`src/rtl/student_tlul_arbiter_if.sv`:
```
// TL-UL channel types and the bundled port interface of student_tlul_arbiter.
// The master modport is the arbiter's view; the slave modport is the side
// that drives host requests and device responses into it.
package tlul_pkg;

  // Host-to-device: A-channel request plus the host's D-channel ready.
  typedef struct packed {
    logic        a_valid;
    logic [2:0]  a_opcode;
    logic [2:0]  a_param;
    logic [1:0]  a_size;
    logic [7:0]  a_source;
    logic [31:0] a_address;
    logic [3:0]  a_mask;
    logic [31:0] a_data;
    logic        d_ready;
  } tl_h2d_t;

  // Device-to-host: D-channel response plus the device's A-channel ready.
  typedef struct packed {
    logic        d_valid;
    logic [2:0]  d_opcode;
    logic [2:0]  d_param;
    logic [1:0]  d_size;
    logic [7:0]  d_source;
    logic        d_sink;
    logic [31:0] d_data;
    logic        d_error;
    logic        a_ready;
  } tl_d2h_t;

endpackage

interface student_tlul_arbiter_if #(
  parameter int NUM = 2
);
  tlul_pkg::tl_h2d_t tl_host_i [NUM];
  tlul_pkg::tl_d2h_t tl_host_o [NUM];
  tlul_pkg::tl_h2d_t tl_device_o;
  tlul_pkg::tl_d2h_t tl_device_i;

  modport master (
    input  tl_host_i,
    input  tl_device_i,
    output tl_host_o,
    output tl_device_o
  );

  modport slave (
    output tl_host_i,
    output tl_device_i,
    input  tl_host_o,
    input  tl_device_o
  );
endinterface

```
`src/rtl/student_tlul_arbiter.sv`:
```
// N-to-1 TL-UL arbiter: round-robin grant of one host at a time, exactly one
// outstanding transaction, response routed back to the issuing host.
module student_tlul_arbiter #(
  parameter int NUM = 2
) (
  input  logic                  clk_i,
  input  logic                  rst_i,
  student_tlul_arbiter_if.master tl
);
  import tlul_pkg::*;

  localparam int GW = (NUM > 1) ? $clog2(NUM) : 1;

  typedef enum logic [1:0] {
    IDLE,
    REQ,
    RESP
  } state_e;

  state_e        state_q, state_d;
  logic [GW-1:0] grant_q, grant_d;
  logic [GW-1:0] prio_q, prio_d;

  tl_h2d_t       sel_host;
  logic          pick_found;
  logic [GW-1:0] pick_idx;

  // Request of the granted host, decoded from grant with constant indices only.
  always_comb begin
    // NOTE: every combinational output gets a default first, so no path leaves it unassigned and no latch is inferred.
    sel_host = '0;
    for (int k = 0; k < NUM; k++) begin
      if (GW'(k) == grant_q) sel_host = tl.tl_host_i[k];
    end
  end

  // Round-robin search: first host with a_valid at prio, prio+1, ... (mod NUM).
  always_comb begin
    pick_found = 1'b0;
    pick_idx   = '0;
    for (int i = 0; i < NUM; i++) begin
      for (int k = 0; k < NUM; k++) begin
        if (!pick_found && (k == (int'(prio_q) + i) % NUM) && tl.tl_host_i[k].a_valid) begin
          pick_found = 1'b1;
          pick_idx   = GW'(k);
        end
      end
    end
  end

  // Next state: IDLE -> REQ on a grant, REQ -> RESP on the A handshake,
  // RESP -> IDLE on the D handshake with prio moved past the served host.
  always_comb begin
    state_d = state_q;
    grant_d = grant_q;
    prio_d  = prio_q;
    unique case (state_q)
      IDLE: begin
        if (pick_found) begin
          grant_d = pick_idx;
          state_d = REQ;
        end
      end
      REQ: begin
        if (sel_host.a_valid && tl.tl_device_i.a_ready) state_d = RESP;
      end
      RESP: begin
        if (tl.tl_device_i.d_valid && sel_host.d_ready) begin
          prio_d  = GW'((int'(grant_q) + 1) % NUM);
          state_d = IDLE;
        end
      end
      default: state_d = IDLE;
    endcase
  end

  // State register; a synchronous reset drops any in-flight transaction.
  always_ff @(posedge clk_i) begin
    // NOTE: registers use non-blocking assignments so every flop samples pre-edge values.
    if (rst_i) begin
      state_q <= IDLE;
      grant_q <= '0;
      prio_q  <= '0;
    end else begin
      state_q <= state_d;
      grant_q <= grant_d;
      prio_q  <= prio_d;
    end
  end

  // Output steering: only the granted host and the device see non-zero values,
  // and nothing from the hosts reaches an output while idle.
  always_comb begin
    tl.tl_device_o = '0;
    for (int k = 0; k < NUM; k++) begin
      tl.tl_host_o[k] = '0;
    end
    unique case (state_q)
      REQ: begin
        tl.tl_device_o         = sel_host;
        tl.tl_device_o.d_ready = 1'b0;
        for (int k = 0; k < NUM; k++) begin
          if (GW'(k) == grant_q) tl.tl_host_o[k].a_ready = tl.tl_device_i.a_ready;
        end
      end
      RESP: begin
        tl.tl_device_o.d_ready = sel_host.d_ready;
        for (int k = 0; k < NUM; k++) begin
          if (GW'(k) == grant_q) begin
            tl.tl_host_o[k]         = tl.tl_device_i;
            tl.tl_host_o[k].a_ready = 1'b0;
          end
        end
      end
      default: ;
    endcase
  end

endmodule
```
`src/flat_wrapper.sv`:
```
// flat-port wrapper written by rule: the top's interface ports become plain ports
module student_tlul_arbiter_flat import tlul_pkg::*;
#(
  parameter int NUM = 2
)
  (clk_i, rst_i, tl_tl_host_i, tl_tl_device_i, tl_tl_host_o, tl_tl_device_o);
  student_tlul_arbiter_if #(.NUM(NUM)) tl_i ();
  input  logic clk_i;
  input  logic rst_i;
  input wire logic [$bits(tl_i.tl_host_i)-1:0] tl_tl_host_i;
  input wire logic [$bits(tl_i.tl_device_i)-1:0] tl_tl_device_i;
  output wire logic [$bits(tl_i.tl_host_o)-1:0] tl_tl_host_o;
  output wire logic [$bits(tl_i.tl_device_o)-1:0] tl_tl_device_o;
  assign tl_i.tl_host_i = {>>{tl_tl_host_i}};
  assign tl_i.tl_device_i = tl_tl_device_i;
  assign tl_tl_host_o = {>>{tl_i.tl_host_o}};
  assign tl_tl_device_o = tl_i.tl_device_o;
  student_tlul_arbiter #(.NUM(NUM)) u_core (.clk_i(clk_i), .rst_i(rst_i), .tl(tl_i));
endmodule
```
`config.mk`:
```
export PLATFORM = sky130hd
export DESIGN_NAME = student_tlul_arbiter_flat
export DESIGN_NICKNAME = d
export VERILOG_FILES = /design/src/rtl/student_tlul_arbiter_if.sv /design/src/rtl/student_tlul_arbiter.sv /design/src/flat_wrapper.sv
export SDC_FILE = /design/constraint.sdc
export NUM_CORES = 1
export LEC_CHECK = 0
export CORE_AREA = 8 8 157 159
export DETAILED_ROUTE_END_ITERATION = 8
export DIE_AREA = 0 0 165 167
export SLEW_MARGIN = 20
export SYNTH_ARGS = -nofsm -noshare
export SYNTH_HDL_FRONTEND = slang
export SYNTH_SLANG_ARGS = --single-unit
```
`constraint.sdc`:
```
create_clock -name clk_i -period 1.7 [get_ports clk_i]
set_input_delay 0.51 -clock clk_i [delete_from_list [all_inputs] [get_ports clk_i]]
set_output_delay 0.51 -clock clk_i [all_outputs]
set_load 0.02 [all_outputs]
```
* Yosys cells after proc, flatten, opt, wreduce, memory -nomap -nowiden *
Cells that the tools add are included.
Widths: inputs -> output; s select.

operators by class
  add/sub/neg operators = 2
  multiplexer cells = 22
  equal/unequal tests = 6
  divide/modulo/power cells = 0
  $mul = 0
  reduce and logical (&&, ||, !) cells = 18
  bitwise gates (word level) = 1
  shift operators = 0
  order comparisons = 0

operators by type and width
  operator             number
  $mux 52              2
  $mux 51              2
  $mux 86              1
  $mux 85              1
  $logic_not 32->1     2
  $mux 1               10
  $logic_and 1x1->1    9
  $mux 2               3
  $ne 2x1->1 const B   3
  $pmux 2 s3           1
  $pmux 1 s2           2
  $reduce_and 2->1     2
  $logic_not 1->1      3
  $reduce_and 3->1     1
  $add 1x1->1 const B  2
  $eq 2x1->1 const B   1
  $eq 2x2->1 const A   1
  $eq 2x2->1 const B   1
  $logic_not 2->1      1
  $and 1x1->1 const A  1

storage, ports and cells
  register bits = 4
  latch bits = 0
  memory bits (writable) = 0
  word-level logic and storage cells = 52
  memories = 0
  input bits = 226
  bits in read-only memories = 0

* Longest topological paths before layout *
Gate-level depths: netlist (run 1).

  depth in word-level cells = 17
  mapped depth = 5

* Worst setup path after synthesis (run 1) *
OpenSTA, ideal clock, no wires.

  path kind = flip-flop to output port
  start point = register u_core.grant_q
  end point = output tl_tl_host_o[103]
  data arrival time = 1.250 ns
  slack = -0.060 ns
  data required time = 1.190 ns
  stages on the path, launching flop included = 5
  cell sequence = dfxtp_1 -> buf_6 -> buf_2 -> clkbuf_1 -> nor3_1

between the ends
  word-level cells in the longest chain between the ends = 2

ends and longest elaborated chain
  what                    RTL line                     source
  start, declared         student_tlul_arbiter.sv:21   logic [GW-1:0] grant_q, grant_d;
  start signal, assigned  student_tlul_arbiter.sv:86   grant_q <= grant_d;
  $mux 52                 student_tlul_arbiter.sv:109  if (GW'(k) == grant_q) begin
  $mux 51                 student_tlul_arbiter.sv:98   unique case (state_q)
  end, declared           flat_wrapper.sv:12           output wire logic [$bits(tl_i.tl_host_o)-1:0] tl_tl_host_o;

Every way passes these cells.

* Final worst setup path (run 1) *
  start point = register u_core.state_q[0]
  end point = output tl_tl_host_o[84]

between the ends
  word-level cells in the longest chain between the ends = 2

ends and longest elaborated chain
  what                    RTL line                    source
  start, declared         student_tlul_arbiter.sv:20  state_e state_q, state_d;
  start signal, assigned  student_tlul_arbiter.sv:85  state_q <= state_d;
  $eq 2x2->1              student_tlul_arbiter.sv:98
  $mux 51                 student_tlul_arbiter.sv:98

Every way passes these cells.

==> impl_metrics.csv, run 1 <==
group,metric,value,unit
run_status,outcome,"complete, but fails checks",
run_status,violations,"setup timing",
synthesis,ys_top_cells_by_area,"mux2i_1 38%, and3_1 15%, nor2_1 15%, and2_1 14%, dfxtp_1 3.6%",
timing,rsz0062_at_grt,"true",
timing,hold-worst-slack,492,ps
timing,tightest_slew,254,ps
synthesis,netlist_instances,338,
floorplan,io_pins,416,
synthesis,ys_ff_latch,4,
clocking,root_buffer,"clkbuf_16",
timing,slew_violations,0,
placed_design,hpwl,15.0,mm
power_and_ir_drop,power_density,314,mW/mm^2
synthesis,synth_top_area_cell,"mux2i_1",
clocking,postCtsHoldBufs,0,
timing,fin_tns_setup,-44480,ps
floorplan,chipWidth,165,um
synthesis,yosysSeqAreaShare,3.58,%
clocking,cts_buffers,3,
power_and_ir_drop,leakage,0.00363,uW
global_route,antenna_found_initial,0,
placed_design,io_buffers,415,
critical_path,crit_required,1190,ps
synthesis,synthTopCellsByCount,"87 x nor2_1, 85 x mux2i_1, 53 x and3_1",
layout,fillers,2396,
layout,n_antenna_cell,0,
synthesis,async_reset_ff_share,0,%
floorplan,core,0.0222,sq mm
power_and_ir_drop,ir_drop,250,uV
clocking,clkLatencyLatePin,230,ps
layout,area_growth,246,%
clocking,clk_path_buf_depth,2,
global_route,grt_pass1_vias,4331,
synthesis,synth_top_area_share,38.0,%
timing,hold_viol,0,
layout,final_core_util,34.9,%
placed_design,finalWeightedCongestion,0.773,
critical_path,crit_arrival,1540,ps
synthesis,synth_most_common_cell,"nor2_1",
floorplan,std_cell_rows,55,
clocking,clk_pin_slew,30,ps
clocking,cts_sinks,4,
detailed_routing,wl,20.2,mm
timing,period_share,121,%
detailed_routing,drtIter0Drc,132,
synthesis,ys_types,25,
detailed_routing,via_per_inst,3.90,
layout,seq_area,88.8,sq um
critical_path,path_delay_family,"buffers and inverters",
detailed_routing,drc_errors,0,
layout,multi_input_area,0.00223,sq mm
layout,drive_above_1_share,44.0,%
timing,setup_viol_count_final,191,
timing,setup_ws,-352,ps
synthesis,synth_warnings,0,
global_route,gr-total-overflow,0,
critical_path,worstPathCellList,"nand2b_4, nor2_4, buf_12, buf_6, buf_8, and2_1, buf_6",
detailed_routing,antenna_left,0,
detailed_routing,vias,4297,
critical_path,path_class,"reg2out",
global_route,track_usage,11.4,%
critical_path,cp-start-kind,"flip-flop",
critical_path,cp_num_buf_inv,4,
synthesis,synth_edf_count,0,
floorplan,start_util,10.1,%
placed_design,dpl_cell_area,0.00705,sq mm
critical_path,endpoint_kind,"primary output",
critical_path,cpPeakStageDelay,350,ps
critical_path,crit_top_cell,"buf_6",
timing,fin_worst_skew,0.209,ps
layout,nets,1043,
timing,max_freq,487,MHz
detailed_routing,dr.pass1.iters,4,
worst_hold_path,hold_class,"reg2reg",
floorplan,die_area,0.0276,sq mm
synthesis,postSynthAreaPerCell,6.63,sq um
critical_path,critical_path_peak_fanout,6,
critical_path,critPathSlowestCell,"dfxtp_4",
synthesis,netlist_area,0.00224,sq mm
layout,fin_area,0.00775,sq mm
synthesis,synthFlopType,"dfxtp_1",
detailed_routing,wl_per_cell,18.4,um
clocking,h-tree-depth,1,
synthesis,synth_fp_nets,564,
floorplan,die_h,167,um
global_route,grt_start_max_net_pins,54,
timing,slew_headroom,83.0,%
global_route,grt_pass1_wl,25.0,mm
flow_run,drv_cap,0,
timing,fin_crit,2050,ps
clocking,cts_tree,"done",
stage by stage:
step | total power (uW) | setup slack (ps) | std cells
3_5_place_dp | 1920 | -729 | 1049
2_1_floorplan | 766 | 12.9 | 338
4_1_cts | 2220 | -360 | 1055
6_report | 2440 | -352 | 1101
5_1_grt | 2570 | -401 | 1101
3_3_place_gp | 1920 | -749 | 1049
flip-flops by register name (all words and copies together) (netlist names):
| name | cells |
|---|---|
| u_core.state_q | 2 |
| u_core.grant_q | 1 |
| u_core.prio_q | 1 |
cells in the final DEF, fill, tap and decap left out, types with 6 or more instances in the layout:
master / instances
clkdlybuf4s50_1: 211
buf_4: 117
nor2_1: 82
mux2i_1: 75
buf_6: 75
and3_1: 39
and2_4: 30
buf_2: 30
clkbuf_2: 25
and2_1: 21
buf_12: 17
and3_4: 14
clkbuf_16: 12
buf_8: 9
dlymetal6s2s_1: 8
mux2i_2: 7
dlygate4sd2_1: 6
report_power, final:
part / leakage (uW) / total (uW) / switching, uW / internal, uW
Combinational: 0.00355 / 1930 / 824 / 1110
Sequential: 0.0000344 / 111 / 11.7 / 99.8
Clock: 0.0000382 / 393 / 81.5 / 311
Total: 0.00363 / 2440 / 917 / 1520
worst min-delay path, stage by stage (launching register included):
cell,delay (ps)
dfxtp_1,310
inv_1,70
a2111oi_2,50
timing repair:
action                                  in CTS  in global routing
endpoints found under the hold margin        0                  0
buffers inserted                             2                 31
gates cloned                                 0                 15
gates resized for setup                    515                522
pin swaps                                    0                 23
endpoints found under the setup margin     190                190
per-layer routing:
layer | global-route usage, % | wire [um]
met4 | 1.76 | 198
met2 | 21.5 | 10400
met3 | 3.43 | 1600
met5 | 0 | 0
met1 | 12.1 | 7990
cell families (layout without fill, tap and decap cells):
family | after synthesis | count (layout) | synth area share (%)
AND/OR/NAND/NOR | 205 | 205 | 47.4
AO/OA/AOI/OAI | 6 | 6 | 2.07
multiplexers | 86 | 86 | 38.7
flip-flops | 4 | 4 | 3.58
buffers and inverters | 37 | 515 | 8.32
final timing paths:
path                                   from                        endpoint  slack (ps)  cells past startpoint
max          u_core.state_q[0]$_SDFFE_PP0P_                tl_tl_host_o[84]        -350                      7
min              u_core.prio_q$_SDFFE_PP0P_      u_core.prio_q$_SDFFE_PP0P_         490                      2
max reg2reg     u_core.grant_q$_SDFFE_PP0P_  u_core.state_q[0]$_SDFFE_PP0P_         -90                      7
min reg2reg      u_core.prio_q$_SDFFE_PP0P_      u_core.prio_q$_SDFFE_PP0P_         490                      2
cell type report:
class	count	area share [%]
Clock buffer	4	1.02
Sequential cell	4	1.15
Timing Repair Buffer	509	64.3
Inverter	2	0.0969
Multi-Input combinational cell	297	28.8
Tap cell	285	4.60
Note: power is estimated with default switching activity, not from simulation.
==> run 2: changes to the inputs <==
Settings changed: REMOVE_ABC_BUFFERS from default to 1.
==> run 2 against run 1 <==
Against the previous run: clock-buffer cell count did not move; largest cell class unchanged; largest power group unchanged; worst hold slack improved by 30 ps; core utilization fell by 1.5 points; total power fell by 2.7%; register-to-register slack improved by 160 ps; routed wire length rose by 4.7%; setup slack improved by 22 ps; the run still ends with setup timing left; highest routed layer unchanged; critical path type unchanged.
==> impl_metrics.csv, run 2 (synthesis gave the netlist of run 1 again) <==
group,metric,value,unit
run_status,outcome,"complete, but fails checks",
run_status,violations,"setup timing",
layout,drive_above_1_share,39.6,%
detailed_routing,via_per_inst,3.90,
timing,setup_viol_count_final,190,
flow_run,drv_cap,0,
floorplan,io_pins,416,
detailed_routing,wl_per_cell,19.3,um
critical_path,cp_num_buf_inv,3,
global_route,use_met2,23.0,%
timing,rsz0062_at_grt,"true",
clocking,cts_tree,"done",
floorplan,std_cell_rows,55,
clocking,postCtsHoldBufs,0,
placed_design,finalWeightedCongestion,0.767,
critical_path,critical_path_peak_fanout,7,
timing,period_share,119,%
clocking,cts_buffers,3,
layout,fillers,2426,
global_route,antenna_found_initial,1,
placed_design,io_buffers,415,
floorplan,core,0.0222,sq mm
global_route,gr-total-overflow,0,
layout,layout_common_cells,"204 x clkdlybuf4s50_1, 120 x buf_4, 87 x nor2_1",
layout,top_register,"u_core.state_q",
layout,multi_input_area,0.00215,sq mm
global_route,grt.busiest_layer,"met2",
power_and_ir_drop,ir_drop,196,uV
clocking,cts_sinks,4,
timing,max_freq,493,MHz
placed_design,dpl_cell_area,0.00709,sq mm
critical_path,endpoint_kind,"primary output",
clocking,clkLatencyLatePin,220,ps
placed_design,dp_cells,1059,
global_route,grt_pass1_wl,27.9,mm
layout,mostFrequentLayoutCell,"clkdlybuf4s50_1",
critical_path,crit_arrival,1520,ps
global_route,grtUsageMet3,4.86,%
layout,n_antenna_cell,0,
timing,setup_ws,-330,ps
floorplan,die_h,167,um
layout,seq_area,86.3,sq um
global_route,grt_start_max_net_pins,52,
power_and_ir_drop,leakage,0.00356,uW
timing,fin_worst_skew,2.57,ps
timing,tightest_slew,330,ps
floorplan,start_util,10.1,%
layout,fin_cells,1094,
detailed_routing,wl,21.2,mm
layout,area_growth,231,%
clocking,root_buffer,"clkbuf_16",
timing,slew_violations,0,
critical_path,worstPathCellList,"buf_16, buf_12, mux2_4, and2_4, buf_6",
power_and_ir_drop,power_density,319,mW/mm^2
placed_design,hpwl,17.0,mm
timing,slew_headroom,77.8,%
timing,fin_crit,2030,ps
critical_path,crit_required,1190,ps
critical_path,cpPeakStageDelay,450,ps
detailed_routing,vias,4271,
timing,hold_viol,0,
clocking,h-tree-depth,1,
clocking,clk_path_buf_depth,2,
global_route,track_usage,13.1,%
clocking,clk_pin_slew,30,ps
layout,top_regs,"u_core.state_q: 2 flops, u_core.grant_q: 1 flops, u_core.prio_q: 1 flops",
critical_path,cp-start-kind,"flip-flop",
critical_path,path_class,"reg2out",
detailed_routing,antenna_left,0,
global_route,grt_pass1_vias,4382,
floorplan,chipWidth,165,um
worst_hold_path,hold_class,"reg2reg",
detailed_routing,drtIter0Drc,164,
global_route,grtUsageMet1,15.0,%
critical_path,critPathSlowestCell,"dfxtp_4",
detailed_routing,drc_errors,0,
critical_path,path_delay_family,"flip-flops",
layout,fin_area,0.00742,sq mm
layout,nets,1036,
layout,largest_reg_flops,2,
floorplan,die_area,0.0276,sq mm
detailed_routing,dr.pass1.iters,4,
## run 2: final timing paths
path	start	end	slack, ps	cells past startpoint
hold reg to reg	u_core.prio_q$_SDFFE_PP0P_	u_core.prio_q$_SDFFE_PP0P_	520	2
setup / recovery	u_core.grant_q$_SDFFE_PP0P_	tl_tl_device_o[85]	-330	5
setup reg to reg	u_core.grant_q$_SDFFE_PP0P_	u_core.state_q[0]$_SDFFE_PP0P_	70	6
hold / removal	u_core.prio_q$_SDFFE_PP0P_	u_core.prio_q$_SDFFE_PP0P_	520	2
## run 2: power by group
group	internal (uW)	total, uW	switching [uW]
Sequential	100	111	11.2
Clock	310	376	66.7
Combinational	1070	1880	811
Total	1480	2370	889
## run 2: layout make-up
| cell class | instances | area share (%) |
|---|---|---|
| sequential | 4 | 1.16 |
| tap | 285 | 4.81 |
| inverter | 2 | 0.101 |
| clock buffer | 4 | 1.06 |
| multi-input combinational | 297 | 28.9 |
| timing repair buffer | 502 | 63.9 |
## run 2: per-layer routing
| layer | vias up | wire length [um] |
|---|---|---|
| met3 | 14 | 2200 |
| li1 | 2089 | - |
| met5 | - | 0 |
| met2 | 265 | 10400 |
| met4 | 0 | 256 |
| met1 | 1903 | 8290 |
## run 2: timing repair
action,4_1_cts,5_1_grt
cloned,1,9
pin swaps,2,15
resized for setup,443,483
setup buffers,3,18
endpoints found under the setup margin,190,190
## run 2: metrics by stage
| step | util [%] | power (uW) | hold WS (ps) | setup slack (ps) | TNS [ps] |
|---|---|---|---|---|---|
| 2_1_floorplan | - | 771 | 456 | -3890 | -635270 |
| 3_3_place_gp | 31.9 | 1950 | 514 | -777 | -102300 |
| 3_5_place_dp | 31.9 | 1950 | 500 | -768 | -102050 |
| 4_1_cts | 31.9 | 2270 | 518 | -390 | -57510 |
| 5_1_grt | 33.4 | 2510 | 562 | -372 | -48700 |
| 6_report | 33.4 | 2370 | 522 | -330 | -37520 |
## run 2: worst min-delay path, stage by stage (launching register included)
cell       delay (ps)
dfxtp_1           330
inv_1              80
a2111oi_2          60
==> run 3: changes to the inputs <==
Settings changed: CELL_PAD_IN_SITES_DETAIL_PLACEMENT from default to 0, CELL_PAD_IN_SITES_GLOBAL_PLACEMENT from default to 1, CORE_AREA 8 8 157 159 to 8 8 156 158, DIE_AREA 0 0 165 167 to 0 0 164 166, PLACE_DENSITY_LB_ADDON from default to 0.1.
==> run 3 against run 2 <==
Against the previous run: the run still ends with setup timing left; routed wire length grew 11%; flip-flop and latch count stayed put; first-iteration DRC count down 45%; sequential share of layout area is 0.15 points lower; fmax decreased by 0.32%; design area increased by 18%; clock skew is 1.2 ps higher; total power rose by 19%; largest power group unchanged; core utilization rose by 6.2 points; clock-buffer cell count unchanged; critical path depth rose by 2; sequential power barely moved.
==> impl_metrics.csv, run 3 (synthesis gave the netlist of run 1 again) <==
group,metric,value,unit
clocking,postCtsHoldBufs,0,
run_status,violations,"setup timing",
power_and_ir_drop,ir_drop,352,uV
critical_path,cp-start-kind,"flip-flop",
timing,slew_headroom,83.3,%
placed_design,finalWeightedCongestion,0.744,
layout,seq_area,88.8,sq um
placed_design,hpwl,17.0,mm
placed_design,io_buffers,415,
global_route,grt_pass1_vias,4758,
critical_path,critPathSlowestCell,"dfxtp_4",
layout,final_core_util,39.5,%
clocking,clk_pin_slew,30,ps
timing,hold_viol,0,
floorplan,start_util,10.1,%
clocking,cts_tree,"done",
critical_path,r2r_slack,150,ps
critical_path,r2r_end,"u_core.prio_q$_SDFFE_PP0P_",
layout,n_antenna_cell,0,
power_and_ir_drop,leakage,0.00375,uW
clocking,h-tree-depth,1,
layout,top_register,"u_core.state_q",
worst_hold_path,min_from,"u_core.prio_q$_SDFFE_PP0P_",
timing,hold-worst-slack,490,ps
critical_path,crit_required,1190,ps
floorplan,core,0.0221,sq mm
layout,top_regs,"u_core.state_q: 2 flops, u_core.grant_q: 1 flops, u_core.prio_q: 1 flops",
global_route,grt_pass1_wl,31.5,mm
clocking,cts_sinks,4,
worst_hold_path,min_to,"u_core.prio_q$_SDFFE_PP0P_",
critical_path,worstPathCellList,"buf_12, nor2_4, buf_12, buf_16, buf_6, and2_4, buf_6",
global_route,antenna_found_initial,1,
floorplan,std_cell_rows,55,
worst_hold_path,hold_class,"reg2reg",
detailed_routing,antenna_left,0,
floorplan,die_h,166,um
global_route,grt_start_max_net_pins,35,
critical_path,cpPeakStageDelay,370,ps
timing,slew_violations,0,
floorplan,chipWidth,164,um
layout,multi_input_area,0.00268,sq mm
layout,drive_above_1_share,51.0,%
detailed_routing,drc_errors,0,
critical_path,critical_path_peak_fanout,6,
timing,rsz0062_at_grt,"true",
clocking,clkLatencyLatePin,230,ps
timing,fin_crit,2040,ps
detailed_routing,wl,23.5,mm
critical_path,endpoint_kind,"primary output",
power_and_ir_drop,power_density,323,mW/mm^2
detailed_routing,drtIter0Drc,91,
timing,fin_worst_skew,3.79,ps
detailed_routing,dr.pass1.iters,4,
critical_path,path_class,"reg2out",
critical_path,worstSetupStartpoint,"u_core.grant_q$_SDFFE_PP0P_",
timing,tightest_slew,250,ps
layout,largest_reg_flops,2,
critical_path,crit_arrival,1530,ps
run_status,outcome,"complete, but fails checks",
layout,mostFrequentLayoutCell,"clkdlybuf4s50_1",
detailed_routing,vias,4422,
worst_hold_path,whs_path_depth,2,
clocking,cts_buffers,3,
detailed_routing,wl_per_cell,21.3,um
floorplan,die_area,0.0272,sq mm
layout,fillers,2201,
layout,layout_common_cells,"217 x clkdlybuf4s50_1, 120 x buf_6, 93 x buf_4",
power_and_ir_drop,p_total,2820,uW
clocking,root_buffer,"clkbuf_16",
timing,setup_viol_count_final,190,
timing,max_freq,491,MHz
layout,area_growth,290,%
layout,nets,1047,
timing,fin_tns_setup,-40400,ps
critical_path,rr_startpoint,"u_core.state_q[0]$_SDFFE_PP0P_",
detailed_routing,via_per_inst,4.00,
critical_path,ff2ff_path_depth,6,
floorplan,io_pins,416,
clocking,clk_path_buf_depth,2,
flow_run,drv_cap,0,
timing,setup_ws,-337,ps
timing,period_share,120,%
global_route,gr-total-overflow,0,
global_route,track_usage,15.3,%
==> run 3: cell count changes in the layout (fill, tap and decap cells not counted), moves of 19 or more <==
cell	delta
buf_6	+67
mux2i_1	-20
clkbuf_2	-27
buf_4	-27
buf_2	-19
nor2_1	-28
and2_1	-23
nor2_4	+19
and2_4	+23
==> run 3: worst max path at each step <==
stage                                    end  slack, ps  depth (start not counted)
final                       tl_tl_host_o[97]       -340                          7
after global routing        tl_tl_host_o[97]       -380                          7
after CTS                   tl_tl_host_o[57]       -340                          7
after detailed placement  tl_tl_device_o[85]       -720                          4
after global placement    tl_tl_device_o[85]       -720                          4
after floorplan            tl_tl_host_o[100]      -3890                          2
==> run 3: critical path, delay by kind of cell (launching register included) <==
family | cells | cell delay (ps)
buffers and inverters | 5 | 630
flip-flops | 1 | 370
AND/OR/NAND/NOR | 2 | 290
==> run 3: layout make-up <==
cell class	count	share of cell area (%)
timing repair buffer	513	63.2
sequential	4	1.02
tap	285	4.08
multi-input combinational	297	30.7
inverter	2	0.0860
clock buffer	4	0.903
==> run 3: routing by layer <==
layer	wire (um)	track usage (%)
met2	13100	30.9
met3	2630	5.83
met1	7550	14.3
met4	231	1.70
met5	13	0
==> run 3: timing repair <==
| item | in CTS | in global routing |
|---|---|---|
| cloned | 17 | 8 |
| hold endpoints to repair | 0 | 0 |
| endpoints found under the setup margin | 190 | 190 |
| resized for setup | 914 | 251 |
| pin swaps | 15 | 33 |
| buffers inserted | 34 | 21 |
==> run 3: power by group <==
group | switching, uW | total, uW | internal [uW]
combinational | 968 | 2330 | 1360
sequential | 8.45 | 108 | 99.1
clock | 75.6 | 386 | 311
total | 1050 | 2820 | 1770
==> run 3: metrics by stage <==
| stage | cell area, sq um | cells | setup slack [ps] |
|---|---|---|---|
| after global placement | 6870 | 1028 | -721 |
| after global routing | 8730 | 1105 | -376 |
| after CTS | 7860 | 1082 | -336 |
| after floorplan | 2060 | 303 | -3890 |
| final | 8730 | 1105 | -337 |
| after detailed placement | 6870 | 1028 | -720 |
